===== config.mk =====
export PLATFORM = sky130hd
export DESIGN_NAME = fwperiph_dma_dbg_src_flat
export DESIGN_NICKNAME = d
export VERILOG_FILES = /design/src/rtl/fwperiph_dma_dbg_pkg.sv /design/src/rtl/fwperiph_dma_dbg_src_if.sv /design/src/rtl/fwperiph_dma_dbg_fifo.sv /design/src/rtl/fwperiph_dma_dbg_src.sv /design/src/flat_wrapper.sv
export SDC_FILE = /design/constraint.sdc
export NUM_CORES = 1
export LEC_CHECK = 0
export BUFFER_PORTS_ARGS = -buffer_cell sky130_fd_sc_hd__buf_2
export CELL_PAD_IN_SITES_DETAIL_PLACEMENT = 1
export CELL_PAD_IN_SITES_GLOBAL_PLACEMENT = 1
export CORE_MARGIN = 2
export CORE_UTILIZATION = 46
export DETAILED_ROUTE_END_ITERATION = 8
export PLACE_DENSITY_LB_ADDON = 0.1
export SKIP_CTS_REPAIR_TIMING = 1
export SYNTH_ARGS = -nofsm -noshare
export SYNTH_HDL_FRONTEND = slang
export SYNTH_SLANG_ARGS = --single-unit

===== constraint.sdc =====
create_clock -name clock -period 9.2 [get_ports clock]
set_clock_uncertainty 0.1 [all_clocks]
set_input_delay 1.84 -clock clock [delete_from_list [all_inputs] [get_ports clock]]
set_output_delay 1.84 -clock clock [all_outputs]
set_load 0.02 [all_outputs]

===== src/rtl/fwperiph_dma_dbg_pkg.sv =====
// -----------------------------------------------------------------------------
// fwperiph_dma_dbg_pkg
// Shared widths and the debug-event record type for the DMA debug-event
// source and its FIFO.
//
// Optional feature macro: FWPERIPH_DMA_DBG_SRC_TS_EN. When defined, every event
// also carries a 32-bit timestamp field.
// -----------------------------------------------------------------------------
package fwperiph_dma_dbg_pkg;

  localparam int DBG_ADR_W = 32;
  localparam int DBG_DAT_W = 32;
  localparam int DBG_WE_W  = 32;
  localparam int DBG_BE_W  = 4;
  localparam int DBG_CH_W  = 5;
  localparam int DBG_TS_W  = 32;

  // One captured channel event, as it sits in the FIFO.
  typedef struct packed {
    logic [DBG_ADR_W-1:0] adr;
    logic [DBG_DAT_W-1:0] dat;
    logic [DBG_BE_W-1:0]  be;
    logic [DBG_CH_W-1:0]  ch;
`ifdef FWPERIPH_DMA_DBG_SRC_TS_EN
    logic [DBG_TS_W-1:0]  ts;
`endif
  } dbg_ev_t;

  // The stream write-enable word carries the byte enables in its low nibble
  // and zeros everywhere else.
  function automatic logic [DBG_WE_W-1:0] be_to_we(input logic [DBG_BE_W-1:0] be);
    return {{(DBG_WE_W - DBG_BE_W){1'b0}}, be};
  endfunction

endpackage


===== src/rtl/fwperiph_dma_dbg_src_if.sv =====
// -----------------------------------------------------------------------------
// fwperiph_dma_dbg_src_if
// Bundles the per-channel event handshake (channel engines -> source) and the
// dbg_* stream plus status (source -> debug monitor).
//
// Modports:
//   master : environment side; drives channel events/activity, observes the
//            grant and the debug stream.
//   slave  : the event source itself.
//
// Signals:
//   ch_ev_valid/ready  per-channel handshake, ready is a one-hot grant
//   ch_ev_adr/dat/be   per-channel event payload, channel c at slice c
//   ch_active          per-channel transfer-in-progress
//   dbg_adr/dat_w/we   stream beat; dbg_we != 0 marks a visible beat
//   dbg_ch_sel         originating channel of the beat
//   dbg_busy           aggregate busy
//   dbg_done_all       one-cycle pulse when all activity has finished
//   dbg_ts             beat timestamp (only with FWPERIPH_DMA_DBG_SRC_TS_EN)
// -----------------------------------------------------------------------------
interface fwperiph_dma_dbg_src_if
  import fwperiph_dma_dbg_pkg::*;
#(
  parameter int ch_count = 1
) ();

  logic [ch_count-1:0]           ch_ev_valid;
  logic [ch_count-1:0]           ch_ev_ready;
  logic [DBG_ADR_W*ch_count-1:0] ch_ev_adr;
  logic [DBG_DAT_W*ch_count-1:0] ch_ev_dat;
  logic [DBG_BE_W*ch_count-1:0]  ch_ev_be;
  logic [ch_count-1:0]           ch_active;

  logic [DBG_ADR_W-1:0]          dbg_adr;
  logic [DBG_DAT_W-1:0]          dbg_dat_w;
  logic [DBG_WE_W-1:0]           dbg_we;
  logic [DBG_CH_W-1:0]           dbg_ch_sel;
  logic                          dbg_busy;
  logic                          dbg_done_all;
`ifdef FWPERIPH_DMA_DBG_SRC_TS_EN
  logic [DBG_TS_W-1:0]           dbg_ts;
`endif

  modport master (
    output ch_ev_valid, ch_ev_adr, ch_ev_dat, ch_ev_be, ch_active,
    input  ch_ev_ready,
    input  dbg_adr, dbg_dat_w, dbg_we, dbg_ch_sel, dbg_busy, dbg_done_all
`ifdef FWPERIPH_DMA_DBG_SRC_TS_EN
    , input dbg_ts
`endif
  );

  modport slave (
    input  ch_ev_valid, ch_ev_adr, ch_ev_dat, ch_ev_be, ch_active,
    output ch_ev_ready,
    output dbg_adr, dbg_dat_w, dbg_we, dbg_ch_sel, dbg_busy, dbg_done_all
`ifdef FWPERIPH_DMA_DBG_SRC_TS_EN
    , output dbg_ts
`endif
  );

endinterface


===== src/rtl/fwperiph_dma_dbg_fifo.sv =====
// -----------------------------------------------------------------------------
// fwperiph_dma_dbg_fifo
// Synchronous FIFO of dbg_ev_t records. Read data is the head entry,
// presented combinationally; pop consumes it at the next rising edge.
// A push while full is honoured only when a pop happens in the same cycle.
//
// Ports:
//   clock, reset  rising-edge clock, asynchronous active-high reset
//   push, wr_data enqueue request and record
//   pop, rd_data  dequeue request and head record
//   full, empty   registered occupancy flags
//   count         current number of entries, 0..depth
// -----------------------------------------------------------------------------
module fwperiph_dma_dbg_fifo
  import fwperiph_dma_dbg_pkg::*;
#(
  parameter int depth = 8,
  localparam int AW   = $clog2(depth),
  localparam int CW   = AW + 1
) (
  input  logic          clock,
  input  logic          reset,
  input  logic          push,
  input  dbg_ev_t       wr_data,
  input  logic          pop,
  output dbg_ev_t       rd_data,
  output logic          full,
  output logic          empty,
  output logic [CW-1:0] count
);

  dbg_ev_t       mem_q [depth];
  logic [AW-1:0] wr_ptr_q, wr_ptr_d;
  logic [AW-1:0] rd_ptr_q, rd_ptr_d;
  logic [CW-1:0] count_q, count_d;
  logic          do_push, do_pop;

  // NOTE: every variable assigned in an always_comb gets a value on every path
  // (defaults first), otherwise synthesis infers a latch.
  always_comb begin
    do_pop   = pop & (count_q != '0);
    do_push  = push & ((count_q != CW'(depth)) | do_pop);
    wr_ptr_d = do_push ? wr_ptr_q + AW'(1) : wr_ptr_q;
    rd_ptr_d = do_pop  ? rd_ptr_q + AW'(1) : rd_ptr_q;
    count_d  = count_q + CW'(do_push) - CW'(do_pop);
  end

  // NOTE: sequential state is updated only with non-blocking assignments so
  // every flop samples the pre-edge values of the others.
  always_ff @(posedge clock or posedge reset) begin
    if (reset) begin
      wr_ptr_q <= '0;
      rd_ptr_q <= '0;
      count_q  <= '0;
    end else begin
      wr_ptr_q <= wr_ptr_d;
      rd_ptr_q <= rd_ptr_d;
      count_q  <= count_d;
    end
  end

  // NOTE: the storage array has no reset; the pointers and count define which
  // entries are meaningful, so stale contents are never observed.
  always_ff @(posedge clock) begin
    if (do_push) begin
      mem_q[wr_ptr_q] <= wr_data;
    end
  end

  assign rd_data = mem_q[rd_ptr_q];
  assign full    = (count_q == CW'(depth));
  assign empty   = (count_q == '0);
  assign count   = count_q;

endmodule


===== src/rtl/fwperiph_dma_dbg_src.sv =====
// -----------------------------------------------------------------------------
// fwperiph_dma_dbg_src
// Producer side of the DMA debug-event stream. Per-channel write events are
// arbitrated round-robin, queued in a FIFO and replayed one per cycle on the
// dbg_* stream, together with aggregate busy and an all-done pulse.
//
// Parameters:
//   ch_count    number of DMA channels, 1..32
//   fifo_depth  event FIFO entries, power of two, >= 2
//
// Ports:
//   clock, reset  rising-edge clock, asynchronous active-high reset
//   bus           fwperiph_dma_dbg_src_if.slave: channel handshakes in,
//                 dbg_* stream and status out
//
// Optional feature macro: FWPERIPH_DMA_DBG_SRC_TS_EN adds a free-running
// 32-bit cycle counter, stamps each event with the counter value at its accept
// edge, and presents the stamp on dbg_ts with the beat.
// -----------------------------------------------------------------------------
module fwperiph_dma_dbg_src
  import fwperiph_dma_dbg_pkg::*;
#(
  parameter int ch_count   = 1,
  parameter int fifo_depth = 8
) (
  input logic                   clock,
  input logic                   reset,
  fwperiph_dma_dbg_src_if.slave bus
);

  localparam int CNT_W = $clog2(fifo_depth) + 1;
  // One extra bit so rr_ptr + offset never overflows before the wrap.
  localparam int IDX_W = DBG_CH_W + 1;

  // Arbiter
  logic [31:0]          valid_ext;
  logic                 gnt_vld;
  logic [DBG_CH_W-1:0]  gnt_idx;
  logic [IDX_W-1:0]     scan_idx;
  logic [IDX_W-1:0]     rr_nxt;
  logic [ch_count-1:0]  ch_ready;
  logic [DBG_CH_W-1:0]  rr_ptr_q, rr_ptr_d;

  // FIFO
  dbg_ev_t              ev_in, ev_out;
  logic                 fifo_full, fifo_empty, fifo_pop;
  logic [CNT_W-1:0]     fifo_count;

  // Output stream and status
  logic [DBG_ADR_W-1:0] adr_q, adr_d;
  logic [DBG_DAT_W-1:0] dat_q, dat_d;
  logic [DBG_WE_W-1:0]  we_q, we_d;
  logic [DBG_CH_W-1:0]  ch_q, ch_d;
  logic                 busy_q, busy_d;
  logic                 busy_hist_q, busy_hist_d;
  logic                 done_q, done_d;

`ifdef FWPERIPH_DMA_DBG_SRC_TS_EN
  logic [DBG_TS_W-1:0]  ts_cnt_q, ts_cnt_d;
  logic [DBG_TS_W-1:0]  ts_q, ts_d;
`endif

  // Round-robin scan: first valid channel at or after rr_ptr, wrapping. The
  // grant looks only at the registered full flag, so a full FIFO stalls the
  // arbiter for a cycle even if the head is being drained.
  always_comb begin
    valid_ext = 32'(bus.ch_ev_valid);
    gnt_vld   = 1'b0;
    gnt_idx   = '0;
    scan_idx  = '0;
    if (!reset && !fifo_full) begin
      for (int i = 0; i < ch_count; i++) begin
        scan_idx = {1'b0, rr_ptr_q} + IDX_W'(i);
        if (scan_idx >= IDX_W'(ch_count)) begin
          scan_idx = scan_idx - IDX_W'(ch_count);
        end
        if (!gnt_vld && valid_ext[scan_idx[DBG_CH_W-1:0]]) begin
          gnt_vld = 1'b1;
          gnt_idx = scan_idx[DBG_CH_W-1:0];
        end
      end
    end
  end

  // One-hot ready and payload selection for the granted channel.
  always_comb begin
    ch_ready = '0;
    ev_in    = '0;
    for (int c = 0; c < ch_count; c++) begin
      if (gnt_vld && (gnt_idx == DBG_CH_W'(c))) begin
        ch_ready[c] = 1'b1;
        ev_in.adr   = bus.ch_ev_adr[c*DBG_ADR_W +: DBG_ADR_W];
        ev_in.dat   = bus.ch_ev_dat[c*DBG_DAT_W +: DBG_DAT_W];
        ev_in.be    = bus.ch_ev_be[c*DBG_BE_W +: DBG_BE_W];
      end
    end
    ev_in.ch = gnt_idx;
`ifdef FWPERIPH_DMA_DBG_SRC_TS_EN
    ev_in.ts = ts_cnt_q;
`endif
  end

  // The pointer only moves on an accept; with a single channel the wrap keeps
  // it at 0.
  always_comb begin
    rr_nxt = {1'b0, gnt_idx} + IDX_W'(1);
    if (rr_nxt >= IDX_W'(ch_count)) begin
      rr_nxt = '0;
    end
    rr_ptr_d = gnt_vld ? rr_nxt[DBG_CH_W-1:0] : rr_ptr_q;
  end

  assign bus.ch_ev_ready = ch_ready;

  fwperiph_dma_dbg_fifo #(
    .depth (fifo_depth)
  ) u_fifo (
    .clock   (clock),
    .reset   (reset),
    .push    (gnt_vld),
    .wr_data (ev_in),
    .pop     (fifo_pop),
    .rd_data (ev_out),
    .full    (fifo_full),
    .empty   (fifo_empty),
    .count   (fifo_count)
  );

  // The stream has no back-pressure: the head is always drained, one beat per
  // cycle. With nothing queued dbg_we drops to 0 while the payload holds.
  always_comb begin
    fifo_pop = !fifo_empty;
    adr_d    = adr_q;
    dat_d    = dat_q;
    ch_d     = ch_q;
    we_d     = '0;
`ifdef FWPERIPH_DMA_DBG_SRC_TS_EN
    ts_d     = ts_q;
    ts_cnt_d = ts_cnt_q + DBG_TS_W'(1);
`endif
    if (fifo_pop) begin
      adr_d = ev_out.adr;
      dat_d = ev_out.dat;
      ch_d  = ev_out.ch;
      we_d  = be_to_we(ev_out.be);
`ifdef FWPERIPH_DMA_DBG_SRC_TS_EN
      ts_d  = ev_out.ts;
`endif
    end

    // Busy covers active channels, queued events and a visible beat on the
    // stream. Done fires one cycle after busy falls, unless busy comes back
    // at that same edge; busy_hist starts at 0 so reset never produces it.
    busy_d      = (|bus.ch_active) | (fifo_count != '0) | (we_q != '0);
    busy_hist_d = busy_q;
    done_d      = busy_hist_q & ~busy_q & ~busy_d;
  end

  always_ff @(posedge clock or posedge reset) begin
    if (reset) begin
      rr_ptr_q    <= '0;
      adr_q       <= '0;
      dat_q       <= '0;
      we_q        <= '0;
      ch_q        <= '0;
      busy_q      <= 1'b0;
      busy_hist_q <= 1'b0;
      done_q      <= 1'b0;
    end else begin
      rr_ptr_q    <= rr_ptr_d;
      adr_q       <= adr_d;
      dat_q       <= dat_d;
      we_q        <= we_d;
      ch_q        <= ch_d;
      busy_q      <= busy_d;
      busy_hist_q <= busy_hist_d;
      done_q      <= done_d;
    end
  end

`ifdef FWPERIPH_DMA_DBG_SRC_TS_EN
  always_ff @(posedge clock or posedge reset) begin
    if (reset) begin
      ts_cnt_q <= '0;
      ts_q     <= '0;
    end else begin
      ts_cnt_q <= ts_cnt_d;
      ts_q     <= ts_d;
    end
  end

  assign bus.dbg_ts = ts_q;
`endif

  assign bus.dbg_adr      = adr_q;
  assign bus.dbg_dat_w    = dat_q;
  assign bus.dbg_we       = we_q;
  assign bus.dbg_ch_sel   = ch_q;
  assign bus.dbg_busy     = busy_q;
  assign bus.dbg_done_all = done_q;

endmodule


===== src/flat_wrapper.sv =====
// flat-port wrapper written by rule: the top's interface ports become plain ports
module fwperiph_dma_dbg_src_flat import fwperiph_dma_dbg_pkg::*;
#(
  parameter int ch_count   = 1,
  parameter int fifo_depth = 8
)
  (clock, reset, bus_ch_ev_valid, bus_ch_ev_adr, bus_ch_ev_dat, bus_ch_ev_be, bus_ch_active, bus_ch_ev_ready, bus_dbg_adr, bus_dbg_dat_w, bus_dbg_we, bus_dbg_ch_sel, bus_dbg_busy, bus_dbg_done_all);
  fwperiph_dma_dbg_src_if #(.ch_count(ch_count)) bus_i ();
  input logic clock;
  input logic reset;
  input wire logic [$bits(bus_i.ch_ev_valid)-1:0] bus_ch_ev_valid;
  input wire logic [$bits(bus_i.ch_ev_adr)-1:0] bus_ch_ev_adr;
  input wire logic [$bits(bus_i.ch_ev_dat)-1:0] bus_ch_ev_dat;
  input wire logic [$bits(bus_i.ch_ev_be)-1:0] bus_ch_ev_be;
  input wire logic [$bits(bus_i.ch_active)-1:0] bus_ch_active;
  output wire logic [$bits(bus_i.ch_ev_ready)-1:0] bus_ch_ev_ready;
  output wire logic [$bits(bus_i.dbg_adr)-1:0] bus_dbg_adr;
  output wire logic [$bits(bus_i.dbg_dat_w)-1:0] bus_dbg_dat_w;
  output wire logic [$bits(bus_i.dbg_we)-1:0] bus_dbg_we;
  output wire logic [$bits(bus_i.dbg_ch_sel)-1:0] bus_dbg_ch_sel;
  output wire logic [$bits(bus_i.dbg_busy)-1:0] bus_dbg_busy;
  output wire logic [$bits(bus_i.dbg_done_all)-1:0] bus_dbg_done_all;
  assign bus_i.ch_ev_valid = bus_ch_ev_valid;
  assign bus_i.ch_ev_adr = bus_ch_ev_adr;
  assign bus_i.ch_ev_dat = bus_ch_ev_dat;
  assign bus_i.ch_ev_be = bus_ch_ev_be;
  assign bus_i.ch_active = bus_ch_active;
  assign bus_ch_ev_ready = bus_i.ch_ev_ready;
  assign bus_dbg_adr = bus_i.dbg_adr;
  assign bus_dbg_dat_w = bus_i.dbg_dat_w;
  assign bus_dbg_we = bus_i.dbg_we;
  assign bus_dbg_ch_sel = bus_i.dbg_ch_sel;
  assign bus_dbg_busy = bus_i.dbg_busy;
  assign bus_dbg_done_all = bus_i.dbg_done_all;
  fwperiph_dma_dbg_src #(.ch_count(ch_count), .fifo_depth(fifo_depth)) u_core (.clock(clock), .reset(reset), .bus(bus_i));
endmodule

==> flow_metrics.tcl <==
set metrics [dict create \
    path_max_fanout 22 \
    cts_root_buf "clkbuf_16" \
    synthXorXnorAreaFrac 0.00233 \
    timing.final.ws_setup_ns 4.12 \
    synth-simple-area-share 0.0569 \
    ys_ff_latch 675 \
    synth_top_family_by_area "multiplexers" \
    syn_area_um2 26300 \
    grt_pass1_vias 14660 \
    nFillCells 5307 \
    yosysSeqAreaShare 0.753 \
    regArea_um2 19800 \
    final_common_cell "edfxtp_1" \
    synth_area_leaders "edfxtp_1 (67%), mux2i_1 (11%), dfrtp_1 (8.7%)" \
    max-vdd-ir-drop_v 0.000227 \
    layout_min_cycle_time_ns 5.08 \
    p_per_area_nw_per_um2 308 \
    worst_slew_pin_slew_ns 1.09 \
    routed_wl_um 60100 \
    io_pins 176 \
    final_cell_mix "edfxtp_1 (584), mux2i_1 (280), buf_2 (147), nand2_1 (143), a22oi_1 (138)" \
    p_clk_frac 0.286 \
    dp_hpwl_um 31700 \
    power_switching_mw 3.00 \
    port_buffers 147 \
    avgSynthCellArea_um2 16.7 \
    setup_tns_ns 0 \
    start_util 0.466 \
    synth_largest_area_cell "edfxtp_1" \
    cp-end-kind "output port" \
    reg2reg_from "u_core.rr_ptr_q[1]" \
    drv_cap 0 \
    grt_max_degree 78 \
    postRouteAntennaNets 0 \
    place_ws_ns 3.92 \
    core_area_um2 56500 \
    power_frac_comb 0.285 \
    hold_path_class "reg -> reg" \
    grt_first_pass_wirelength_um 90100 \
    clockBufferDepth 3 \
    slew_violations 0 \
    seqPwrFrac 0.430 \
    relSlewSlack 0.273 \
    area_growth_pct 13.9 \
    rsz0062_at_grt "no" \
    start_kind "input port" \
    min_from "u_core.rr_ptr_q[4]" \
    wl_per_cell_um 23.3 \
    regToRegSetupSlack_ns 5.10 \
    clk_pin_slew_ns 0.06 \
    gp_congestion 0.697 \
    yosysTopAreaCellShare 0.666 \
    fin_crit_sh 0.552 \
    worstPathArrival_ns 3.14 \
    p_int_mw 6.24 \
    r2r_end "u_core.u_fifo.mem_q[5][70]" \
    cts_tree "done" \
    antenna_found_initial 1 \
    fmax_mhz 197 \
    multi_input_area_um2 6130 \
    ys_types 40 \
    drive_gt1_frac 0.156 \
    track_usage 0.205 \
    grt.overflow.total 0 \
    required_ns 7.26 \
    syn_inst 1573 \
    finalSetupViolCount 0 \
    r2r_cells 7 \
    fp-row-count 87 \
    p_leak_nw 11.2 \
    status "finished clean" \
    min_to "u_core.rr_ptr_q[4]" \
    vias 13786 \
    die-area_um2 59100 \
    synth_warnings 0 \
    via_per_inst 5.35 \
    htree_levels 3 \
    clk_latency_ns 0.59 \
    numCtsBuffers 71 \
    die_x_um 243 \
    synth_compound_area_frac 0.0414 \
    drc 0 \
    yosys.area_share.adder 0.00599 \
    netSwitchingFraction 0.325 \
    synthMuxAreaShare 0.114 \
    dr.pass1.iters 5 \
    fp.dieH_um 243 \
    cts.sinks 675 \
    drtIter0Drc 877 \
    whs_path_depth 0 \
    nets 1849 \
    path_class "in -> out" \
    hold_violations 0 \
]
-- final cells by class --
class,instances,share of cell area
sequential,675,0.661
multi-input combinational,832,0.204
clock buffer,103,0.0657
tap,756,0.0315
timing repair buffer,170,0.0303
clock inverter,22,0.00492
inverter,15,0.00196
antenna,2,0.000167
-- synthesized netlist by cell type (all sizes together) --
master    n
edfxtp  584
mux2i   280
nand2   143
a22oi   138
dfrtp    91
buf      84
and2     73
nand3    70
clkbuf   35
inv      15
ha       11
nor2      9
mux4      8
xnor2     4
and4b     3
xor2      3
a211oi    2
a21oi     2
conb      2
nor2b     2
a211o     1
a21o      1
and3      1
and3b     1
and4      1
and4bb    1
fa        1
mux2      1
nand4     1
nor3      1
nor3b     1
nor4      1
nor4bb    1
or2       1
-- cell families (layout without fill, tap and decap cells) --
kind of cell               count (synthesis)  count (layout)
AOI/OAI and AO/OA                        144             144
xor gates and xnor gates                   7               7
adders and majority gates                 12              12
buffers and inverters                    134             310
DFF                                      675             675
muxes                                    289             289
other                                      2              72
and+or+nand+nor                          310             310
-- state kept, by name, indices dropped and copies added (netlist names) --
register                 count
u_core.u_fifo.mem_q        584
u_core.bus.dbg_adr          32
u_core.bus.dbg_dat_w        32
u_core.bus.dbg_ch_sel        5
u_core.rr_ptr_q              5
u_core.bus.dbg_we            4
u_core.u_fifo.count          4
u_core.u_fifo.rd_ptr_q       3
u_core.u_fifo.wr_ptr_q       3
u_core.bus.dbg_busy          1
u_core.bus.dbg_done_all      1
u_core.busy_hist_q           1
-- routing by layer --
layer,global-route usage,vias to the layer above,wire (um)
met2,0.345,243,29700
met1,0.279,7187,27200
met5,0,-,0
li1,-,6282,-
met3,0.0275,74,2070
met4,0.0615,0,1180
-- power by group through the flow --
stage / clock, mW / combinational, mW / sequential (mW)
floorplan: 0 / 1.70 / 4.14
global placement: 0 / 2.64 / 4.02
detailed placement: 0 / 2.68 / 4.04
CTS: 2.71 / 2.69 / 3.98
global route: 2.82 / 2.88 / 4.02
finish: 2.64 / 2.63 / 3.97
-- through the flow --
stage | hold slack, ns | instances | power, mW | cell area (um2) | utilization
global route | 0.295 | 2573 | 9.72 | 30000 | 0.531
CTS | 0.282 | 2573 | 9.37 | 30000 | 0.531
detailed placement | 0.269 | 2448 | 6.72 | 27900 | 0.493
floorplan | 0.330 | 1641 | 5.84 | 26600 | -
finish | 0.282 | 2575 | 9.25 | 30000 | 0.531
global placement | 0.268 | 2448 | 6.66 | 27900 | 0.493
-- worst max-delay path, cell delays in order --
cell and delay (ns):
buf_2 0.08, inv_1 0.03, a211o_1 0.36, a211oi_4 0.18, buf_4 0.38, buf_2 0.24
-- worst max-delay path by stage --
stage	startpoint	endpoint	slack, ns	cells past startpoint
3_5_place_dp	bus_ch_ev_valid	u_core.u_fifo.mem_q[5][71]	3.92	6
5_1_grt	bus_ch_ev_valid	bus_ch_ev_ready	4.04	6
6_report	bus_ch_ev_valid	bus_ch_ev_ready	4.12	6
2_1_floorplan	bus_ch_ev_valid	u_core.u_fifo.mem_q[2][0]	1.82	5
3_3_place_gp	bus_ch_ev_valid	u_core.u_fifo.mem_q[5][4]	4.01	6
4_1_cts	bus_ch_ev_valid	bus_ch_ev_ready	4.10	6
(Power assumes the default switching activity.)
